**config.mk**
```make
export PLATFORM = sky130hd
export DESIGN_NAME = fetch_controller
export DESIGN_NICKNAME = d
export VERILOG_FILES = /design/src/rtl/fetch_controller.sv
export SDC_FILE = /design/constraint.sdc
export NUM_CORES = 1
export LEC_CHECK = 0
export BUFFER_PORTS_ARGS = -buffer_cell sky130_fd_sc_hd__buf_2
export CAP_MARGIN = 20
export CORE_MARGIN = 3
export CORE_UTILIZATION = 56
export DETAILED_ROUTE_END_ITERATION = 8
export PLACE_DENSITY_LB_ADDON = 0.25
export SLEW_MARGIN = 5
export SYNTH_ARGS = -nofsm -noshare
export SYNTH_HDL_FRONTEND = slang
export SYNTH_SLANG_ARGS = --single-unit
```
**constraint.sdc**
```tcl
create_clock -name clk -period 13.75 [get_ports clk]
set_input_delay 2.75 -clock clk [delete_from_list [all_inputs] [get_ports clk]]
set_output_delay 2.75 -clock clk [all_outputs]
set_load 0.02 [all_outputs]
```
**src/rtl/fetch_controller.sv**
```systemverilog
// Instruction-fetch sequencer: owns the PC, issues imem req/ack fetches and presents
// each fetched word to decode over valid/ready, with stall, redirect and enable handling.
module fetch_controller #(
  parameter int unsigned         ADDR_W   = 32,
  parameter int unsigned         DATA_W   = 32,
  parameter logic [ADDR_W-1:0]   RESET_PC = '0,
  parameter int unsigned         PC_STEP  = 4
) (
  input  logic              clk,
  input  logic              reset,
  input  logic              fetch_en,
  input  logic              redirect_valid,
  input  logic [ADDR_W-1:0] redirect_pc,
  output logic              imem_req,
  output logic [ADDR_W-1:0] imem_addr,
  input  logic              imem_ack,
  input  logic [DATA_W-1:0] imem_rdata,
  output logic              instr_valid,
  input  logic              instr_ready,
  output logic [DATA_W-1:0] instr,
  output logic [ADDR_W-1:0] instr_pc,
  output logic [ADDR_W-1:0] pc,
  output logic [31:0]       fetch_count
);

  // Encoding keeps imem_req and instr_valid as direct flop bits.
  typedef enum logic [1:0] {
    StIdle = 2'b00,
    StReq  = 2'b01,
    StHold = 2'b10
  } state_e;

  state_e            state_q, state_d;
  logic [ADDR_W-1:0] pc_q, pc_d;
  logic [ADDR_W-1:0] target_q, target_d;
  logic [ADDR_W-1:0] instr_pc_q, instr_pc_d;
  logic [DATA_W-1:0] instr_q, instr_d;
  logic [31:0]       count_q, count_d;
  logic              squash_q, squash_d;
  logic              transfer;

  assign transfer = (state_q == StHold) && instr_ready;

  always_ff @(posedge clk or posedge reset) begin
    if (reset) begin
      state_q    <= StIdle;
      pc_q       <= RESET_PC;
      target_q   <= '0;
      instr_pc_q <= '0;
      instr_q    <= '0;
      count_q    <= '0;
      squash_q   <= 1'b0;
    end else begin
      state_q    <= state_d;
      pc_q       <= pc_d;
      target_q   <= target_d;
      instr_pc_q <= instr_pc_d;
      instr_q    <= instr_d;
      count_q    <= count_d;
      squash_q   <= squash_d;
    end
  end

  always_comb begin
    state_d = state_q;
    case (state_q)
      StIdle: if (fetch_en) state_d = StReq;
      StReq:  if (imem_ack && !squash_q && !redirect_valid) state_d = StHold;
      StHold: if (redirect_valid || instr_ready) state_d = fetch_en ? StReq : StIdle;
      default: state_d = StIdle;
    endcase
  end

  always_comb begin
    pc_d       = pc_q;
    target_d   = target_q;
    instr_pc_d = instr_pc_q;
    instr_d    = instr_q;
    count_d    = count_q;
    squash_d   = squash_q;
    case (state_q)
      StIdle: if (redirect_valid) pc_d = redirect_pc;
      StReq: begin
        if (imem_ack) begin
          squash_d = 1'b0;
          if (redirect_valid) begin
            pc_d = redirect_pc;
          end else if (squash_q) begin
            pc_d = target_q;
          end else begin
            instr_d    = imem_rdata;
            instr_pc_d = pc_q;
          end
        end else if (redirect_valid) begin
          // Address must stay stable until the ack; remember where to go afterwards.
          target_d = redirect_pc;
          squash_d = 1'b1;
        end
      end
      StHold: begin
        if (transfer) count_d = count_q + 32'd1;
        if (redirect_valid) begin
          pc_d = redirect_pc;
        end else if (transfer) begin
          pc_d = pc_q + ADDR_W'(PC_STEP);
        end
      end
      default: ;
    endcase
  end

  always_comb begin
    imem_req    = (state_q == StReq);
    instr_valid = (state_q == StHold);
    imem_addr   = pc_q;
    pc          = pc_q;
    instr       = instr_q;
    instr_pc    = instr_pc_q;
    fetch_count = count_q;
  end

endmodule

```
### Word-level counts from Yosys, hierarchy flattened

Cells that the tools add are included.
W data, S select, Z words.

* output and inout bits: 162
* input bits: 70
* logic and storage cells: 50
* flip-flop bits (word level): 163

* muxes and demuxes: 14
* $add $sub $neg: 2
* bitwise logic cells: 3
* reductions and logical operators: 15
* equality and inequality tests: 9

Operator list (count)
* $mux W32: 6
* $pmux W32 S3: 1
* $add A32 B1 Y32 const B: 1
* $add A32 B3 Y32 const B: 1
* $mux W2: 3
* $ne A2 B1 Y1 const B: 3
* $ne A3 B2 Y1 const B: 2
* $pmux W2 S3: 1
* $reduce_and A3 Y1: 2
* $reduce_and A5 Y1: 1
* $ne A2 B2 Y1 const B: 2
* $reduce_and A2 Y1: 2
* $reduce_and A4 Y1: 1
* $logic_and A1 B1 Y1: 3
* $mux W1: 3
* $not A1 Y1: 3
* $reduce_bool A3 Y1: 1
* $eq A2 B1 Y1 const B: 1
* $eq A2 B2 Y1 const B: 1
* $logic_not A1 Y1: 2
* $logic_not A2 Y1: 1
* $reduce_bool A2 Y1: 1
* $logic_or A1 B1 Y1: 1

### Longest topological paths before layout

* word-level depth: 5
* mapped depth: 9
* depth with buffers taken out: 7

### Worst setup path before layout

Ideal clock, no wire load.

* path type: input-to-reg
* start: input port redirect_valid
* end: register instr_q[0], in the netlist instr[0]
* data required time: 13625 ps
* arrival: 4127 ps
* path slack: 9498 ps
* stages on the path: 7
* setup time: 125 ps
* path buffers: 4
* path through: clkbuf_1 > nor2b_1 > clkbuf_1 > and3_1 > buf_2 > buf_2 > mux2_2

* cells in the longest elaborated chain, start to end: 2

RTL lines
* start, declared: line 12 `input logic redirect_valid,`
* $not A1 Y1 (no line)
* $reduce_and A4 Y1 (no line)
* end signal, assigned: line 58 `instr_q <= instr_d;`
* end, declared: line 37 `logic [DATA_W-1:0] instr_q, instr_d;`

Every way passes these cells.
A chain may end at the register's enable or synchronous reset.

### Final worst setup path

* start: register state_q[0]
* end: output port instr_valid

* cells in the longest elaborated chain, start to end: 1

RTL lines
* start, declared: line 33 `state_e state_q, state_d;`
* start signal, assigned: line 46 `state_q <= StIdle;`
* start signal, assigned: line 54 `state_q <= state_d;`
* $eq A2 B2 Y1: line 114 `instr_valid = (state_q == StHold);`
* end, declared: line 18 `output logic instr_valid,`

Every way passes these cells.

==> impl_metrics.env <==
export IMPL_status="finished, final reports clean"
export IMPL_rsz0062_at_grt="no"
export IMPL_finalSetupViolations=0
export IMPL_pwr_share_clk_pct=21.8
export IMPL_reg2reg_from="state_q[1]"
export IMPL_drive_above_1_share_pct=42.57
export IMPL_slowest_stage="ha_1"
export IMPL_synthesis_area_um2=7866
export IMPL_clock_skew_ns=0.007296
export IMPL_maxSlewHeadroom_pct=40.02
export IMPL_drt_pass1_iterations=5
export IMPL_clk_latency_ns=0.42
export IMPL_path_cells="inv_1 > ha_1 > buf_2"
export IMPL_endpoint_kind="output pin"
export IMPL_timing_critical_path_from="state_q[0]"
export IMPL_grt_overflow=0
export IMPL_grt_usage_pct=25.06
export IMPL_antenna_found_initial=1
export IMPL_num_vias=6366
export IMPL_leakage_nw=4.604
export IMPL_cp_arrival_ns=1.78
export IMPL_synthesis_nets=771
export IMPL_place_gp_congestion=0.8237
export IMPL_postCtsHoldBufs=0
export IMPL_routedWlPerCell_um=18.23
export IMPL_cts_sinks=163
export IMPL_synthToLayoutAreaGrowth_pct=21.46
export IMPL_postCtsSetupBuffers=0
export IMPL_die_area_um2=15510
export IMPL_dpl_hpwl_um=13540
export IMPL_grt_max_degree=90
export IMPL_drtIter0Drc=507
export IMPL_avgViaCountPerCell=5.938
export IMPL_drc=0
export IMPL_r2r_worst_path_cells=6
export IMPL_r2r_setup_slack_ns=10.90
export IMPL_drv_cap=0
export IMPL_fin_ws_ns=9.222
export IMPL_critPathRequiredTime_ns=11.00
export IMPL_layout_min_cycle_time_ns=4.528
export IMPL_hold_path_class="register to register"
export IMPL_r2r_end="instr[23]"
export IMPL_crit_path_end="instr_valid"
export IMPL_clk_pin_slew_worst_paths_ns=0.06
export IMPL_finalCritPeriodShare_pct=32.93
export IMPL_cts_max_level=4
export IMPL_grt_pass1_vias=6312
export IMPL_tightest_slew_ns=0.8998
export IMPL_slew_viol_final=0
export IMPL_antenna_left=0
export IMPL_cts_resized=0
export IMPL_swShare_pct=40.58
export IMPL_fmax_mhz=220.8
export IMPL_async_reset_ff_share_pct=100.0
export IMPL_die_x_um=124.5
export IMPL_max_clock_path_buffers=2
export IMPL_power_frac_comb_pct=41.6
export IMPL_synth_edf_count=0
export IMPL_share_seq_of_total_power_pct=36.6
export IMPL_cp_start_kind="register"
export IMPL_post_route_util_pct=70.74
export IMPL_grt_pass1_wl_um=31680
export IMPL_hold_path_startpoint="fetch_count[31]"
export IMPL_timing_hold_ws_ns=0.4789
export IMPL_cts_made_buffers=17
export IMPL_final_hold_violation_count=0
export IMPL_ir_drop_mv=0.1485
export IMPL_yosysUniqueCellTypes=52
export IMPL_crit_type="register to output pin"
export IMPL_boundaryPins=232
export IMPL_die_h_um=124.5
export IMPL_ys_seq_area_share_pct=51.85
export IMPL_synth_ff_type="dfrtp_1"
export IMPL_cp_max_fo=11
export IMPL_port_buffer_count=231
export IMPL_initial_core_util_pct=58.25
export IMPL_critical_path_max_stage_delay_ns=0.56
export IMPL_pre_cts_ws_ns=9.061
export IMPL_internal_power_mw=1.363
export IMPL_cts_tree="yes"
export IMPL_synth_seq_cells=163
export IMPL_yosys_warnings=0
export IMPL_final_nets=958
export IMPL_wl_um=19550
export IMPL_clockRootBuffer="clkbuf_16"
export IMPL_tns_ns=0
export IMPL_fp_coreArea_um2=13510
export IMPL_power_density_nw_per_um2=240.1
export IMPL_avgSynthCellArea_um2=11.32
export IMPL_rows=42
export IMPL_p_sw_mw=0.9308
export IMPL_syn_inst=695
[metal layers]
layer  global-route usage, %  share of wire [%]  up-vias
met5                       0                  0        -
met4                   9.220                1.8        0
met3                   5.961                7.5       31
met2                   41.60                 50      323
met1                   32.14                 41     3126
li1                        -                  -     2886
[synth_stat cells (7+ instances only)]
master / n / area share [%]
xnor2_1: 30 / 3.3
nand3_1: 25 / 1.6
o21ai_0: 64 / 4.1
a21oi_1: 9 / 0.57
nor2_1: 32 / 1.5
dfrtp_1: 163 / 52
inv_1: 10 / 0.48
nand2_1: 42 / 2.0
buf_2: 13 / 0.83
clkbuf_1: 21 / 1.0
xor2_1: 8 / 0.89
nand4_1: 13 / 1.0
a221oi_1: 7 / 0.78
and4_1: 7 / 0.78
a22oi_1: 7 / 0.67
buf_4: 32 / 3.1
nor3_1: 12 / 0.76
mux2_2: 97 / 14
a22o_1: 13 / 1.4
[cell usage in the layout (no fill, tap or decap), types with 6 or more instances in the layout]
cell type  synthesis  layout
buf_2             13     231
dfrtp_1          163     163
mux2_2            97      97
o21ai_0           64      64
nand2_1           42      42
nor2_1            32      32
xnor2_1           30      30
nand3_1           25      25
clkbuf_16          0      17
a22o_1            13      13
nand4_1           13      13
nor3_1            12      12
a21oi_1            9       9
inv_1             10       9
xor2_1             8       8
a221oi_1           7       7
a22oi_1            7       7
and4_1             7       7
buf_4             32       7
or3_1              6       6
a41oi_1            6       6
ha_1               6       6
[through the flow]
stage | cells | total power, mW | instance area (um^2)
floorplan | 695 | 1.508 | 7866
global placement | 1038 | 1.740 | 8889
detailed placement | 1038 | 1.783 | 8889
CTS | 1070 | 2.289 | 9524
global route | 1072 | 2.424 | 9554
finish | 1072 | 2.294 | 9554
[worst max-delay path: cells and delay by family, from the launching register on]
| kind | cells | cell delay, ns |
|---|---|---|
| flops | 1 | 0.42 |
| fa+ha+maj | 1 | 0.56 |
| buf+inv | 2 | 0.38 |
[layout make-up]
| cell class | instances | area, um^2 |
|---|---|---|
| Antenna cell | 1 | 2.502 |
| Clock buffer | 19 | 452.9 |
| Sequential cell | 163 | 4079 |
| Fill cell | 1002 | 3951 |
| Timing Repair Buffer | 239 | 1236 |
| Inverter | 10 | 42.54 |
| Multi-Input combinational cell | 451 | 3338 |
| Clock inverter | 13 | 182.7 |
| Tap cell | 176 | 220.2 |
[state kept, by name, indices dropped and copies added, names as in the netlist]
signal,flops
fetch_count,32
imem_addr,32
instr,32
instr_pc,32
squash_q,1
state_q,2
target_q,32
[worst min-delay path by stage]
stage | endpoint | cells past startpoint
6_report | fetch_count[31] | 1
2_1_floorplan | target_q[8] | 1
3_5_place_dp | fetch_count[31] | 1
3_3_place_gp | fetch_count[31] | 1
4_1_cts | fetch_count[31] | 1
5_1_grt | fetch_count[31] | 1
[power groups by stage]
stage          logic [mW]  registers, mW  clock network [mW]
2_1_floorplan       0.542          0.966                   0
3_5_place_dp        0.940          0.843                   0
3_3_place_gp        0.914          0.826                   0
5_1_grt              1.03          0.867               0.530
6_report            0.954          0.840               0.500
4_1_cts             0.945          0.836               0.508
[cell families after synthesis]
group	count (synthesis)	share of synthesized area, %
simple gates	165	10.91
flops	163	51.85
compound gates	145	12.36
mux	97	13.89
buf+inv	81	5.806
xor+xnor	38	4.231
fa+ha+maj	6	0.9543
Power figures use the tool's default switching activity.
